**src/rtl/viterbi_decoder_k3_if.sv**
```systemverilog
// rtl/viterbi_decoder_k3_if.sv - symbol-in / decoded-word-out handshake bundle for the K=3 Viterbi decoder
interface viterbi_decoder_k3_if #(
   parameter int DATA_W = 8,
   parameter int PM_W   = 5
);
   logic              in_valid;
   logic              in_ready;
   logic [1:0]        in_sym;
   logic              out_valid;
   logic              out_ready;
   logic [DATA_W-1:0] out_data;
   logic [PM_W-1:0]   out_err;

   modport master (
      output in_valid, in_sym, out_ready,
      input  in_ready, out_valid, out_data, out_err
   );

   modport slave (
      input  in_valid, in_sym, out_ready,
      output in_ready, out_valid, out_data, out_err
   );
endinterface

```
**src/rtl/viterbi_decoder_k3.sv**
```systemverilog
// rtl/viterbi_decoder_k3.sv - hard-decision Viterbi decoder, rate 1/2, K=3, G=(7,5) octal
module viterbi_decoder_k3 #(
   parameter int DATA_W = 8,
   parameter int PM_W   = 5
) (
   input logic            clk,
   input logic            reset,
   viterbi_decoder_k3_if.slave bus
);
   localparam int FRAME = DATA_W + 2;
   localparam int CNT_W = $clog2(DATA_W + 3);
   localparam logic [CNT_W-1:0] LAST_SYM = CNT_W'(DATA_W + 1);
   localparam logic [CNT_W-1:0] TB_INIT  = CNT_W'(DATA_W + 2);
   localparam logic [PM_W-1:0]  PM_MAX   = '1;

   typedef enum logic [1:0] {ACC, TB, OUT} state_t;

   state_t            state, state_next;
   logic [CNT_W-1:0]  sym_cnt, tb_cnt;
   logic [1:0]        tb_state;
   logic [PM_W-1:0]   pm [4];
   logic [PM_W-1:0]   pm_new [4];
   logic [3:0]        dec_new;
   logic [3:0]        dec_mem [FRAME];
   logic [3:0]        dec_rd;
   logic [DATA_W-1:0] data_q;
   logic [PM_W-1:0]   err_q;
   logic              in_ready, out_valid, accept, last_sym;

   function automatic logic [1:0] branch_metric(input logic [1:0] exp_sym, input logic [1:0] sym);
      logic [1:0] d;
      d = exp_sym ^ sym;
      return {1'b0, d[1]} + {1'b0, d[0]};
   endfunction

   function automatic logic [PM_W-1:0] sat_add(input logic [PM_W-1:0] a, input logic [1:0] b);
      logic [PM_W:0] s;
      s = {1'b0, a} + {{(PM_W-1){1'b0}}, b};
      return s[PM_W] ? PM_MAX : s[PM_W-1:0];
   endfunction

   // New state {a,u} is reached from {0,a} or {1,a}; ties keep the s1=0 predecessor.
   for (genvar ns = 0; ns < 4; ns++) begin : g_acs
      localparam logic A = 1'(ns >> 1);
      localparam logic U = 1'(ns);
      localparam logic [1:0] P0 = {1'b0, A};
      localparam logic [1:0] P1 = {1'b1, A};
      localparam logic [1:0] E0 = {U ^ A, U};
      localparam logic [1:0] E1 = {~(U ^ A), ~U};
      logic [PM_W-1:0] c0, c1;
      assign c0          = sat_add(pm[P0], branch_metric(E0, bus.in_sym));
      assign c1          = sat_add(pm[P1], branch_metric(E1, bus.in_sym));
      assign dec_new[ns] = (c1 < c0);
      assign pm_new[ns]  = (c1 < c0) ? c1 : c0;
   end

   assign accept        = bus.in_valid && (state == ACC);
   assign last_sym      = (sym_cnt == LAST_SYM);
   assign dec_rd        = dec_mem[tb_cnt];
   assign bus.in_ready  = in_ready;
   assign bus.out_valid = out_valid;
   assign bus.out_data  = data_q;
   assign bus.out_err   = err_q;

   always_comb begin
      state_next = state;
      in_ready   = 1'b0;
      out_valid  = 1'b0;
      case (state)
         ACC: begin
            in_ready = 1'b1;
            if (bus.in_valid && last_sym) state_next = TB;
         end
         TB:  if (tb_cnt == '0) state_next = OUT;
         OUT: begin
            out_valid = 1'b1;
            if (bus.out_ready) state_next = ACC;
         end
         default: state_next = ACC;
      endcase
   end

   always_ff @(posedge clk) begin
      if (accept) dec_mem[sym_cnt] <= dec_new;
   end

   always_ff @(posedge clk) begin
      if (reset) begin
         state    <= ACC;
         sym_cnt  <= '0;
         tb_cnt   <= '0;
         tb_state <= '0;
         pm[0]    <= '0;
         pm[1]    <= PM_MAX;
         pm[2]    <= PM_MAX;
         pm[3]    <= PM_MAX;
         data_q   <= '0;
         err_q    <= '0;
      end else begin
         state <= state_next;
         case (state)
            ACC: begin
               tb_cnt <= TB_INIT;
               if (accept) begin
                  for (int i = 0; i < 4; i++) pm[i] <= pm_new[i];
                  sym_cnt <= last_sym ? '0 : sym_cnt + 1'b1;
               end
            end
            TB: begin
               tb_cnt <= tb_cnt - 1'b1;
               // First TB cycle only captures the final metric; steps t=DATA_W+1..0 follow.
               if (tb_cnt == TB_INIT) begin
                  err_q    <= pm[0];
                  tb_state <= '0;
               end else begin
                  tb_state <= {dec_rd[tb_state], tb_state[1]};
                  for (int i = 0; i < DATA_W; i++)
                     if (tb_cnt == CNT_W'(i)) data_q[i] <= tb_state[0];
               end
            end
            OUT: begin
               if (bus.out_ready) begin
                  sym_cnt <= '0;
                  pm[0]   <= '0;
                  pm[1]   <= PM_MAX;
                  pm[2]   <= PM_MAX;
                  pm[3]   <= PM_MAX;
               end
            end
            default: ;
         endcase
      end
   end
endmodule

```
**src/flat_wrapper.sv**
```systemverilog
// flat-port wrapper written by rule: the top's interface ports become plain ports
module viterbi_decoder_k3_flat 
#(
   parameter int DATA_W = 8,
   parameter int PM_W   = 5
)
  (clk, reset, bus_in_valid, bus_in_sym, bus_out_ready, bus_in_ready, bus_out_valid, bus_out_data, bus_out_err);
  viterbi_decoder_k3_if #(.DATA_W(DATA_W), .PM_W(PM_W)) bus_i ();
  input logic clk;
  input logic reset;
  input wire logic [$bits(bus_i.in_valid)-1:0] bus_in_valid;
  input wire logic [$bits(bus_i.in_sym)-1:0] bus_in_sym;
  input wire logic [$bits(bus_i.out_ready)-1:0] bus_out_ready;
  output wire logic [$bits(bus_i.in_ready)-1:0] bus_in_ready;
  output wire logic [$bits(bus_i.out_valid)-1:0] bus_out_valid;
  output wire logic [$bits(bus_i.out_data)-1:0] bus_out_data;
  output wire logic [$bits(bus_i.out_err)-1:0] bus_out_err;
  assign bus_i.in_valid = bus_in_valid;
  assign bus_i.in_sym = bus_in_sym;
  assign bus_i.out_ready = bus_out_ready;
  assign bus_in_ready = bus_i.in_ready;
  assign bus_out_valid = bus_i.out_valid;
  assign bus_out_data = bus_i.out_data;
  assign bus_out_err = bus_i.out_err;
  viterbi_decoder_k3 #(.DATA_W(DATA_W), .PM_W(PM_W)) u_core (.clk(clk), .reset(reset), .bus(bus_i));
endmodule
```
**config.mk**
```make
export PLATFORM = sky130hd
export DESIGN_NAME = viterbi_decoder_k3_flat
export DESIGN_NICKNAME = d
export VERILOG_FILES = /design/src/rtl/viterbi_decoder_k3_if.sv /design/src/rtl/viterbi_decoder_k3.sv /design/src/flat_wrapper.sv
export SDC_FILE = /design/constraint.sdc
export NUM_CORES = 1
export LEC_CHECK = 0
export ABC_CLOCK_PERIOD_IN_PS = 5820
export CAP_MARGIN = 0
export CELL_PAD_IN_SITES_DETAIL_PLACEMENT = 1
export CELL_PAD_IN_SITES_GLOBAL_PLACEMENT = 2
export CORE_ASPECT_RATIO = 1.25
export CORE_MARGIN = 3
export CORE_UTILIZATION = 44
export CTS_CLUSTER_DIAMETER = 120
export DETAILED_ROUTE_END_ITERATION = 10
export PLACE_DENSITY = 0.83
export SLEW_MARGIN = 20
export SYNTH_ARGS = -nofsm -noshare
export SYNTH_HDL_FRONTEND = slang
export SYNTH_SLANG_ARGS = --single-unit
export TNS_END_PERCENT = 10
```
**constraint.sdc**
```tcl
create_clock -name clk -period 5.82 [get_ports clk]
set_input_delay 0.582 -clock clk [delete_from_list [all_inputs] [get_ports clk]]
set_output_delay 0.582 -clock clk [all_outputs]
set_load 0.005 [all_outputs]
```
After elaboration in Yosys (flattened, before gate mapping) --
Memory sizes are Yosys's and may differ from the RTL's. A register that Yosys moved wholly into a read port is not among the register bits. Index checks and enable logic that the tools add are counted.
Cells by class: shift operators 0, reduce and logical (&&, ||, !) cells 17, mux-type cells 47, equality and inequality tests 15, divide/modulo/power cells 0, multipliers 0, add/sub/neg operators 14, bitwise logic cells 12, magnitude comparators 5
Operators by type and width (number):
- 5-bit two-way mux | 20
- 5-bit by 2-bit adder with 6-bit output | 8
- 3-bit AND reduction | 10
- 5-bit less-than comparator | 4
- 4-bit two-way mux | 5
- 4-bit by 3-bit == test with 1-bit output, second input constant | 4
- 4-bit one-hot mux with 2 select lines | 2
- 1-bit two-way mux | 14
- 1-bit by 1-bit adder with 2-bit output | 4
- 4-bit by 2-bit == test with 1-bit output, second input constant | 2
- 4-bit == test, second input constant | 2
- 2-bit two-way mux | 4
- 1-bit bitwise OR | 8
- 2-bit one-hot mux with 3 select lines | 1
- 4-bit by 1-bit adder with 4-bit output, second input constant | 1
- 4-bit by 1-bit == test with 1-bit output, second input constant | 1
- 4-bit logical NOT | 1
- 2-bit by 1-bit inequality test with 1-bit output, second input constant | 2
- 2-bit inequality test, second input constant | 2
- 2-bit nonzero test | 2
- 4-bit by 1-bit subtractor with 4-bit output, second input constant | 1
- 2-bit by 3-bit less-than comparator with 1-bit output, second input constant | 1
- 1-bit NOT | 3
- 1-bit binary-select mux with 2-bit select | 1
- other kinds (6) | 7
Storage, ports and cells: latch bits 0, ROM bits 0, bits of input ports 6, bits in writable memories 60, bits in registers 20, output and inout bits 15, memories 2
Memories:
- u_core.dec_mem | depth 10, width 4, rd ports 1, clocked after Yosys merged registers in 1, write ports 1, RTL line viterbi_decoder_k3.sv:24 | logic [3:0] dec_mem [FRAME];
- u_core.pm | depth 4, width 5, rd ports 5, clocked after Yosys merged registers in 1, write ports 4, RTL line viterbi_decoder_k3.sv:21 | logic [PM_W-1:0] pm [4];

Logic depth before layout (Yosys ltp) --
Gate-level depths: netlist (run 1).
depth after elaboration 8, gate-level depth with buffers 16, gate-level depth less buffers 16

Least setup slack after synthesis (run 1) --
No wires, ideal clock.
path type input port to flip-flop, start in bus_in_sym[0], end mem u_core.pm[2][1] (data pin), buffers on the path 0, setup time 274 ps, data arrival time 3314 ps, slack 2232 ps, stages on the path 13, data required time 5546 ps, path through inv_1 -> ha_1 -> inv_1 -> ha_1 -> nor2b_1 -> o21a_1 -> o21ai_0 -> mux2_2 -> ha_1 -> a21o_1 -> a21oi_1 -> nor3b_4 -> mux2i_1
RTL lines:
- start: declaration | RTL line flat_wrapper.sv:12 | input wire logic [$bits(bus_i.in_sym)-1:0] bus_in_sym;
- end: declaration | RTL line viterbi_decoder_k3.sv:21

==> results.cfg, run 1 <==
[status]
outcome = finished, final reports clean

[worst_setup_path]
crit_path_end = u_core.pm[2][3]
endpoint_kind = flip-flop
reg2reg_from = u_core.pm[3][1]
cp_slowest_stage_delay_ns = 0.64
arrival_ns = 4.52
required_ns = 5.88
worst_r2r_endpoint = u_core.pm[2][3]
critPathLaunch = bus_in_sym[0]
worstRegToRegCells = 11
cp_num_buf_inv = 3
path_max_fanout = 14
critPathKind = in2reg
critical_path_depth = 14
cp-start-kind = primary input
crit_chain = clkdlybuf4s50_1, inv_1, ha_1, inv_1, ha_1, nor2b_1, o21a_1, o21ai_0, mux2_2, ha_1, a21o_1, a21oi_1, nor3b_4, mux2i_1
r2r_slack_ns = 2.35
path_delay_family = adder cells
crit_slowest_cell = nor3b_4
crit_path_frequent_cell = ha_1

[placed_design]
finalWeightedCongestion = 0.8253
port_buffers = 20
dpl.cell_count = 682
place_hpwl_mm = 9.993

[drt]
ant_nets = 0
drtIter0Drc = 134
first_pass_iters = 4
wl_met2_mm = 6.979
totalWireLength_mm = 12.86
wire_per_inst_um = 18.42
vias = 3914
drc_errors = 0
highest_layer = met4
wl_met3_um = 220
wl_met1_mm = 5.472
vias_per_cell = 5.607

[global_routing]
grt_max_degree = 32
grt_pass1_vias = 4167
grt_pass1_wl_mm = 21.64
grt_use_total_pct = 20.26
grt-ovfl-total = 0
antenna_found_initial = 0

[yosys]
synth_area_um2 = 5368
synth_fp_nets = 569
synth_edf_count = 50
yosysSeqAreaShare_pct = 42.52
avgSynthCellArea_um2 = 10.28
ys_ff_latch = 89
yosys.area.top_type = edfxtp_1
synth_top_cell_area_share_pct = 27.97
synth_area_leaders = edfxtp_1, dfxtp_1, ha_1, mux4_2, mux2i_1
netlist_instances = 522
ys_types = 68
synthFlopType = edfxtp_1
ys_warn_count = 0
async_flop_share_pct = 0

[power]
power_frac_comb_pct = 47.8
p_leak_nw = 2.131
swShare_pct = 40.41
internal_power_w = 0.001774
clkPwrFrac_pct = 18.2
p_per_area_nw_per_um2 = 500.2
total_power_w = 0.002976
peakVddDrop_v = 0.0004547
p_sw_w = 0.001203
seqPwrFrac_pct = 33.9

[cts]
cts_tree = yes
cts_buffer_depth = 2
cts.sinks = 89
cts_resized = 0
h-tree-depth = 3
postCtsHoldBufs = 0
clk_pin_slew_ns = 0.07
cts_buffers = 9
cts_root_buffer = clkbuf_16
cts_setup_buffers = 0
clock_latency_ns = 0.34

[cells_and_area]
nets = 579
final_common_cell = nor2_1
fin_cells = 698
antenna_cells = 0
final_cell_mix = nor2_1, edfxtp_1, a21oi_1, ha_1, dfxtp_1
drive_above_1_share_pct = 10.24
n_fill_cell = 1342
syn_to_final_growth_pct = 10.84

[sta]
timing.setup.tns_ns = 0
hold_viol = 0
fin_skew_ns = 0.007836
period_share_pct = 76.60
rsz0062_at_grt = no
setup_viol = 0
drv_slew = 0
slew_headroom_pct = 44.85
fmax_mhz = 224.3
fin_hold_ws_ns = 0.4580
worst_pin_slew_ns = 0.8273
fin_crit_ns = 4.458

[floorplanning]
die_y_um = 129.5
io_pins = 21
rows = 44
die_x_um = 104.8
core_area_um2 = 11780
start_util_pct = 45.56
dieArea_um2 = 13570

[flow_run]
max_cap_violations = 0

[worst_hold_path]
hp-class = reg2reg
state kept, by name, summed over array words and instances, names as in the netlist, named ones only:
register             flops
u_core.bus.out_data      8
u_core.bus.out_err       5
u_core.dec_mem          40
u_core.pm               20
u_core.state             2
u_core.sym_cnt           4
u_core.tb_cnt            4
u_core.tb_state          2
routing by layer:
layer  up-vias  global-route usage [%]
li1       1936                       -
met1      1930                   23.68
met2        35                   38.12
met3        13                   2.491
met4         0                   7.336
met5         -                       0
cell families (layout without fill, tap and decap cells):
group	after synthesis	in the layout	share of synthesized area, %
AO/OA/AOI/OAI	105	105	14.15
XOR/XNOR	18	18	2.937
adder cells (fa/ha/maj)	41	41	9.557
buffers and inverters	41	56	3.356
flip-flops	89	89	42.52
multiplexers	36	36	9.347
AND/OR/NAND/NOR	192	192	18.14
power groups by stage:
stage	Clock (W)	Combinational, W	Sequential (W)
4_1_cts	0.000555	0.00144	0.00101
2_1_floorplan	0	0.00115	0.000943
6_report	0.000542	0.00142	0.00101
3_3_place_gp	0	0.00136	0.00102
3_5_place_dp	0	0.00143	0.00102
5_1_grt	0.000582	0.00160	0.00103
per-stage QoR:
| step | util, % | setup WS (ns) | instance area (um2) |
|---|---|---|---|
| 2_1_floorplan | - | 2.232 | 5368 |
| 3_3_place_gp | 48.14 | 1.184 | 5672 |
| 3_5_place_dp | 48.14 | 1.017 | 5672 |
| 4_1_cts | 50.50 | 1.307 | 5949 |
| 5_1_grt | 50.50 | 1.007 | 5949 |
| 6_report | 50.50 | 1.362 | 5949 |
worst min-delay path, stage by stage (launching register included):
cell	delay, ns
dfxtp_1	0.31
nand2_1	0.05
a21oi_1	0.05
synthesized netlist by cell type, types with 6 or more instances:
| master | n |
|---|---|
| a211oi_1 | 6 |
| a21oi_1 | 41 |
| a31oi_1 | 7 |
| clkbuf_1 | 11 |
| dfxtp_1 | 39 |
| edfxtp_1 | 50 |
| ha_1 | 41 |
| inv_1 | 18 |
| mux2i_1 | 22 |
| mux4_2 | 11 |
| nand2_1 | 38 |
| nand2b_1 | 13 |
| nand3_1 | 12 |
| nand3b_1 | 7 |
| nand4_1 | 6 |
| nor2_1 | 58 |
| nor2b_1 | 9 |
| nor3_1 | 18 |
| o21ai_0 | 9 |
| o22a_1 | 6 |
| xnor2_1 | 8 |
| xor2_1 | 10 |
how the worst min path moves through the flow:
stage	startpoint	end	slack [ns]	cells past startpoint
finish	u_core.bus.out_data[5]	u_core.bus.out_data[5]	0.46	2
global route	u_core.bus.out_data[7]	u_core.bus.out_data[7]	0.49	2
CTS	u_core.bus.out_data[5]	u_core.bus.out_data[5]	0.46	2
detailed placement	u_core.bus.out_data[5]	u_core.bus.out_data[5]	0.45	2
global placement	u_core.bus.out_data[7]	u_core.bus.out_data[7]	0.44	2
floorplan	u_core.bus.out_data[0]	u_core.bus.out_data[0]	0.45	2
cell type report:
| type | count | area [um2] | area share, % |
|---|---|---|---|
| sequential | 89 | 2282 | 38.36 |
| timing repair buffer | 22 | 215.2 | 3.617 |
| clock inverter | 7 | 52.55 | 0.8833 |
| tap | 161 | 201.4 | 3.386 |
| multi-input combinational | 392 | 2905 | 48.83 |
| inverter | 18 | 67.56 | 1.136 |
| clock buffer | 9 | 225.2 | 3.785 |
(Power assumes the default switching activity.)
==> run 2, diff against run 1 <==
- ABC_CLOCK_PERIOD_IN_PS: 5820 -> 4670
- CORE_UTILIZATION: 44 -> 41
- PLACE_DENSITY: 0.83 -> 0.78
- clock period: 5.82 -> 4.67 ns (I/O delays scaled with it)
==> run 2 against run 1 <==
  * Sequential power grew 25%
  * Global-route usage shrank 1.7 points
  * Flip-flop and latch count is the same
  * Sequential share of layout area shrank 0.26 points
  * Clock power grew 32%
  * Non-clock buffer count grew 2
  * Register-to-register slack lost 1.0 ns
  * Total power grew 27%
  * Largest power group unchanged
==> results.cfg, run 2 (synthesized netlist as in run 1, its figures left out) <==
[power]
p_per_area_nw_per_um2 = 629.6
peakVddDrop_v = 0.0004441
p_leak_nw = 2.151

[floorplanning]
io_pins = 21
die_x_um = 108.3
die_y_um = 133.9
rows = 46
core_area_um2 = 12780
start_util_pct = 42.01
dieArea_um2 = 14510

[worst_setup_path]
path_max_fanout = 10
critPathKind = in2reg
endpoint_kind = flip-flop
crit_path_frequent_cell = ha_1
path_delay_family = compound AO/OA/AOI/OAI gates
cp_slowest_stage_delay_ns = 0.56
required_ns = 4.68
arrival_ns = 4.10
cp-start-kind = primary input
cp_num_buf_inv = 3
crit_chain = clkdlybuf4s50_1, inv_1, ha_1, ha_1, nor2b_1, o21ai_0, nand2_1, o32ai_1, ha_1, nand4_1, or2_2, o221ai_2, inv_1
crit_slowest_cell = clkdlybuf4s50_1

[sta]
period_share_pct = 87.51
rsz0062_at_grt = no
timing.final.ws_setup_ns = 0.5834
setup_viol = 0
slew_headroom_pct = 44.47
timing.setup.tns_ns = 0
hold_viol = 0
fin_skew_ns = 0.007739
fin_crit_ns = 4.087
worst_pin_slew_ns = 0.8330
drv_slew = 0
fmax_mhz = 244.7

[drt]
vias = 3904
first_pass_iters = 4
wl_met3_um = 255
drtIter0Drc = 122
wl_met2_mm = 6.767
ant_nets = 0
highest_layer = met4
wire_per_inst_um = 17.96
vias_per_cell = 5.522
wl_met1_mm = 5.438
drc_errors = 0
totalWireLength_mm = 12.70

[cts]
cts_resized = 0
h-tree-depth = 3
cts_buffer_depth = 2
postCtsHoldBufs = 0
cts_setup_buffers = 0
cts.sinks = 89
cts_root_buffer = clkbuf_16
cts_tree = yes
clock_latency_ns = 0.34
clk_pin_slew_ns = 0.07
cts_buffers = 9

[status]
outcome = finished, final reports clean

[cells_and_area]
final_cell_mix = nor2_1, edfxtp_1, a21oi_1, ha_1, dfxtp_1
largest_reg_flops = 40
largest-register = u_core.dec_mem
final_common_cell = nor2_1
multiInputGateArea_um2 = 2905
seq_area_um2 = 2282
syn_to_final_growth_pct = 11.61
n_fill_cell = 1450
antenna_cells = 0
nets = 581
drive_above_1_share_pct = 10.39

[placed_design]
dp_slack_ns = 0.2038
finalWeightedCongestion = 0.7788
port_buffers = 20
place_hpwl_mm = 9.856

[global_routing]
grt_pass1_vias = 4128
grt-ovfl-total = 0
grt_use_total_pct = 18.53
grt_pass1_wl_mm = 21.20
grt_max_degree = 32
antenna_found_initial = 0

[worst_hold_path]
hp-class = reg2reg

[flow_run]
max_cap_violations = 0
run 2: cell count changes in the layout (fill, tap and decap cells not counted), sizes merged:
cell	previous run	this run
inv	21	19
clkinvlp	3	2
buf	2	4
bufinv	0	1
clkinv	1	3
run 2: final timing paths:
| path | start | end | slack, ns | cells past startpoint |
|---|---|---|---|---|
| worst min register to register | u_core.bus.out_data[4] | u_core.bus.out_data[4] | 0.46 | 2 |
| worst max-delay path | bus_in_sym[0] | u_core.dec_mem[4][1] | 0.58 | 13 |
| worst min-delay path | u_core.bus.out_data[4] | u_core.bus.out_data[4] | 0.46 | 2 |
| worst max register to register | u_core.pm[2][1] | u_core.dec_mem[4][1] | 1.33 | 10 |
run 2: area by class of cell:
cell class                      count  area share, %
Timing Repair Buffer               24          3.843
Clock buffer                        9          3.759
Sequential cell                    89          38.10
Multi-Input combinational cell    392          48.50
Inverter                           18          1.128
Tap cell                          168          3.509
Clock inverter                      7          1.170
run 2: worst register-to-register path, delay by kind of cell, from the launching register on:
family | cells | cell delay [ns]
buffers and inverters | 1 | 0.29
and+or+nand+nor | 3 | 0.77
DFF | 1 | 0.53
AOI/OAI and AO/OA | 2 | 0.58
adders and majority gates | 2 | 0.53
xor gates and xnor gates | 2 | 0.31
run 2: report_power, final:
part           switching (W)  internal [W]  total [W]  leakage [nW]
clock               0.000301      0.000414   0.000715         0.137
sequential          0.000138       0.00112    0.00126         0.767
combinational        0.00104      0.000762    0.00180          1.25
total                0.00147       0.00230    0.00377          2.15
run 2: metal layers:
metal	GRT usage [%]	up-vias
met2	33.37	39
met5	0	-
met4	5.193	0
met1	22.81	1909
met3	2.841	22
li1	-	1934
run 2: through the flow:
step	std cells	hold slack, ns	util [%]	power [W]	instance area [um2]
3_3_place_gp	691	0.4433	44.57	0.003019	5695
6_report	707	0.4562	46.89	0.003772	5991
3_5_place_dp	691	0.4503	44.57	0.003100	5695
4_1_cts	707	0.4591	46.89	0.003824	5991
5_1_grt	707	0.4796	46.89	0.004099	5991
2_1_floorplan	522	0.4527	-	0.002615	5368
==> run 3, diff against run 2 <==
- ABC_AREA: default -> 1
- CORE_UTILIZATION: 41 -> 37
- PLACE_DENSITY: 0.78 -> 0.77
==> run 3 against run 2 <==
  * Worst hold slack lost 0.0054 ns
  * Synthesized cell count increased by 37%
  * Flip-flop and latch count unchanged
  * Critical path type unchanged
  * Critical endpoint is now u_core.pm[2][0]
  * Largest cell class unchanged
  * Highest routed layer unchanged
==> results.cfg, run 3 <==
[global_routing]
antenna_found_initial = 0
grt_use_total_pct = 18.61
grt_max_degree = 23
grt_pass1_vias = 4847
grt_pass1_wl_mm = 24.09
grt-ovfl-total = 0

[cells_and_area]
design_area_um2 = 6262
largest_reg_flops = 40
multiInputGateArea_um2 = 2795
fin_cells = 916
final_cell_mix = nand2_1, inv_1, nand3_1
final_common_cell = nand2_1
n_fill_cell = 1811
drive_above_1_share_pct = 6.775
syn_to_final_growth_pct = 12.57
nets = 780
largest-register = u_core.dec_mem
seq_area_um2 = 2282
antenna_cells = 0

[sta]
fin_crit_ns = 3.837
fin_skew_ns = 0.005780
drv_slew = 0
hold_viol = 0
timing.setup.tns_ns = 0
setup_viol = 0
worst_pin_slew_ns = 0.9200
fin_hold_ws_ns = 0.4508
period_share_pct = 82.16
slew_headroom_pct = 38.60
fmax_mhz = 260.6
rsz0062_at_grt = no

[drt]
drc_errors = 0
wl_met1_mm = 6.406
vias = 4585
wl_met2_mm = 7.849
wl_met3_um = 207
highest_layer = met4
first_pass_iters = 5
ant_nets = 0
drtIter0Drc = 186
totalWireLength_mm = 14.69
vias_per_cell = 5.005
wire_per_inst_um = 16.04

[floorplanning]
core_area_um2 = 14530
die_y_um = 143.1
io_pins = 21
start_util_pct = 38.28
dieArea_um2 = 16550
die_x_um = 115.7
rows = 49

[cts]
cts_buffers = 9
clock_latency_ns = 0.34
cts_root_buffer = clkbuf_16
h-tree-depth = 3
cts_setup_buffers = 0
cts.sinks = 89
clk_pin_slew_ns = 0.06
postCtsHoldBufs = 0
cts_tree = yes
cts_resized = 0
cts_buffer_depth = 2

[status]
outcome = finished, final reports clean

[yosys]
avgSynthCellArea_um2 = 7.780
yosys.area.top_type = edfxtp_1
ys_ff_latch = 89
synth_top_cell_area_share_pct = 26.99
synth_area_um2 = 5563
synth_edf_count = 50
yosysMostFrequentCell = nand2_1
synthFlopType = edfxtp_1
synth_fp_nets = 762
synth_area_leaders = edfxtp_1, dfxtp_1, nand2_1, ha_1, nand3_1
yosysSeqAreaShare_pct = 41.03
netlist_instances = 715
synth_commonest_cells = nand2_1, inv_1, nand3_1
ys_warn_count = 0
ys_types = 36
async_flop_share_pct = 0

[placed_design]
placed_cell_area_um2 = 5932
place_hpwl_mm = 11.66
dpl.cell_count = 900
port_buffers = 20
finalWeightedCongestion = 0.8338

[worst_setup_path]
arrival_ns = 3.89
endpoint_kind = flip-flop
cp-start-kind = primary input
required_ns = 4.72
critPathKind = in2reg
path_max_fanout = 6

[worst_hold_path]
hp-class = reg2reg

[power]
p_per_area_nw_per_um2 = 617.9
p_leak_nw = 2.864
total_power_w = 0.003869
peakVddDrop_v = 0.0003960

[flow_run]
max_cap_violations = 0
run 3: worst max-delay path: stages:
cell and delay, ns:
clkdlybuf4s50_1 0.56, inv_1 0.13, ha_1 0.37, inv_1 0.08, ha_1 0.25, ha_1 0.21, inv_1 0.05, nand2_1 0.07
xor2_1 0.14, or2_2 0.32, inv_1 0.07, ha_1 0.26, a21oi_1 0.14, nor2_1 0.06, a211oi_2 0.42, nand2_4 0.13
nand2_1 0.08, nand3_1 0.07
run 3: area by class of cell:
cell class / count / area share (%)
multi-input cells: 500 / 44.64
flip-flops and latches: 89 / 36.44
inverters: 111 / 6.653
clock buffers: 15 / 4.795
well taps: 178 / 3.556
repair buffers: 22 / 3.437
clock inverters: 1 / 0.4795
run 3: metrics by stage:
stage / utilization [%] / setup WS [ns]
2_1_floorplan: - / 1.501
3_3_place_gp: 40.82 / 0.6738
3_5_place_dp: 40.82 / 0.4394
4_1_cts: 43.10 / 0.8031
5_1_grt: 43.10 / 0.5100
6_report: 43.10 / 0.8330
run 3: worst paths after layout:
kind         cells after the start  slack (ns)                     end                    from
max                             18        0.83         u_core.pm[2][0]           bus_in_sym[0]
min                              2        0.45  u_core.bus.out_data[1]  u_core.bus.out_data[1]
max reg2reg                     15        1.59         u_core.pm[2][0]         u_core.pm[1][1]
min reg2reg                      2        0.45  u_core.bus.out_data[1]  u_core.bus.out_data[1]
run 3: power breakdown:
group / internal, W / switching, W
clock: 0.000496 / 0.000304
sequential: 0.00110 / 0.000117
combinational: 0.000630 / 0.00123
run 3: cells by family after synthesis:
family | after synthesis | synth area share, %
XOR/XNOR | 16 | 2.519
adder cells (fa/ha/maj) | 41 | 9.222
buffers and inverters | 126 | 8.772
AO/OA/AOI/OAI | 65 | 7.085
AND/OR/NAND/NOR | 378 | 31.38
flip-flops | 89 | 41.03
run 3: routing by layer:
metal / up-vias / track usage (%)
met2: 34 / 33.99
met3: 14 / 2.671
li1: 2371 / -
met4: 0 / 5.864
met1: 2166 / 22.33
met5: - / 0
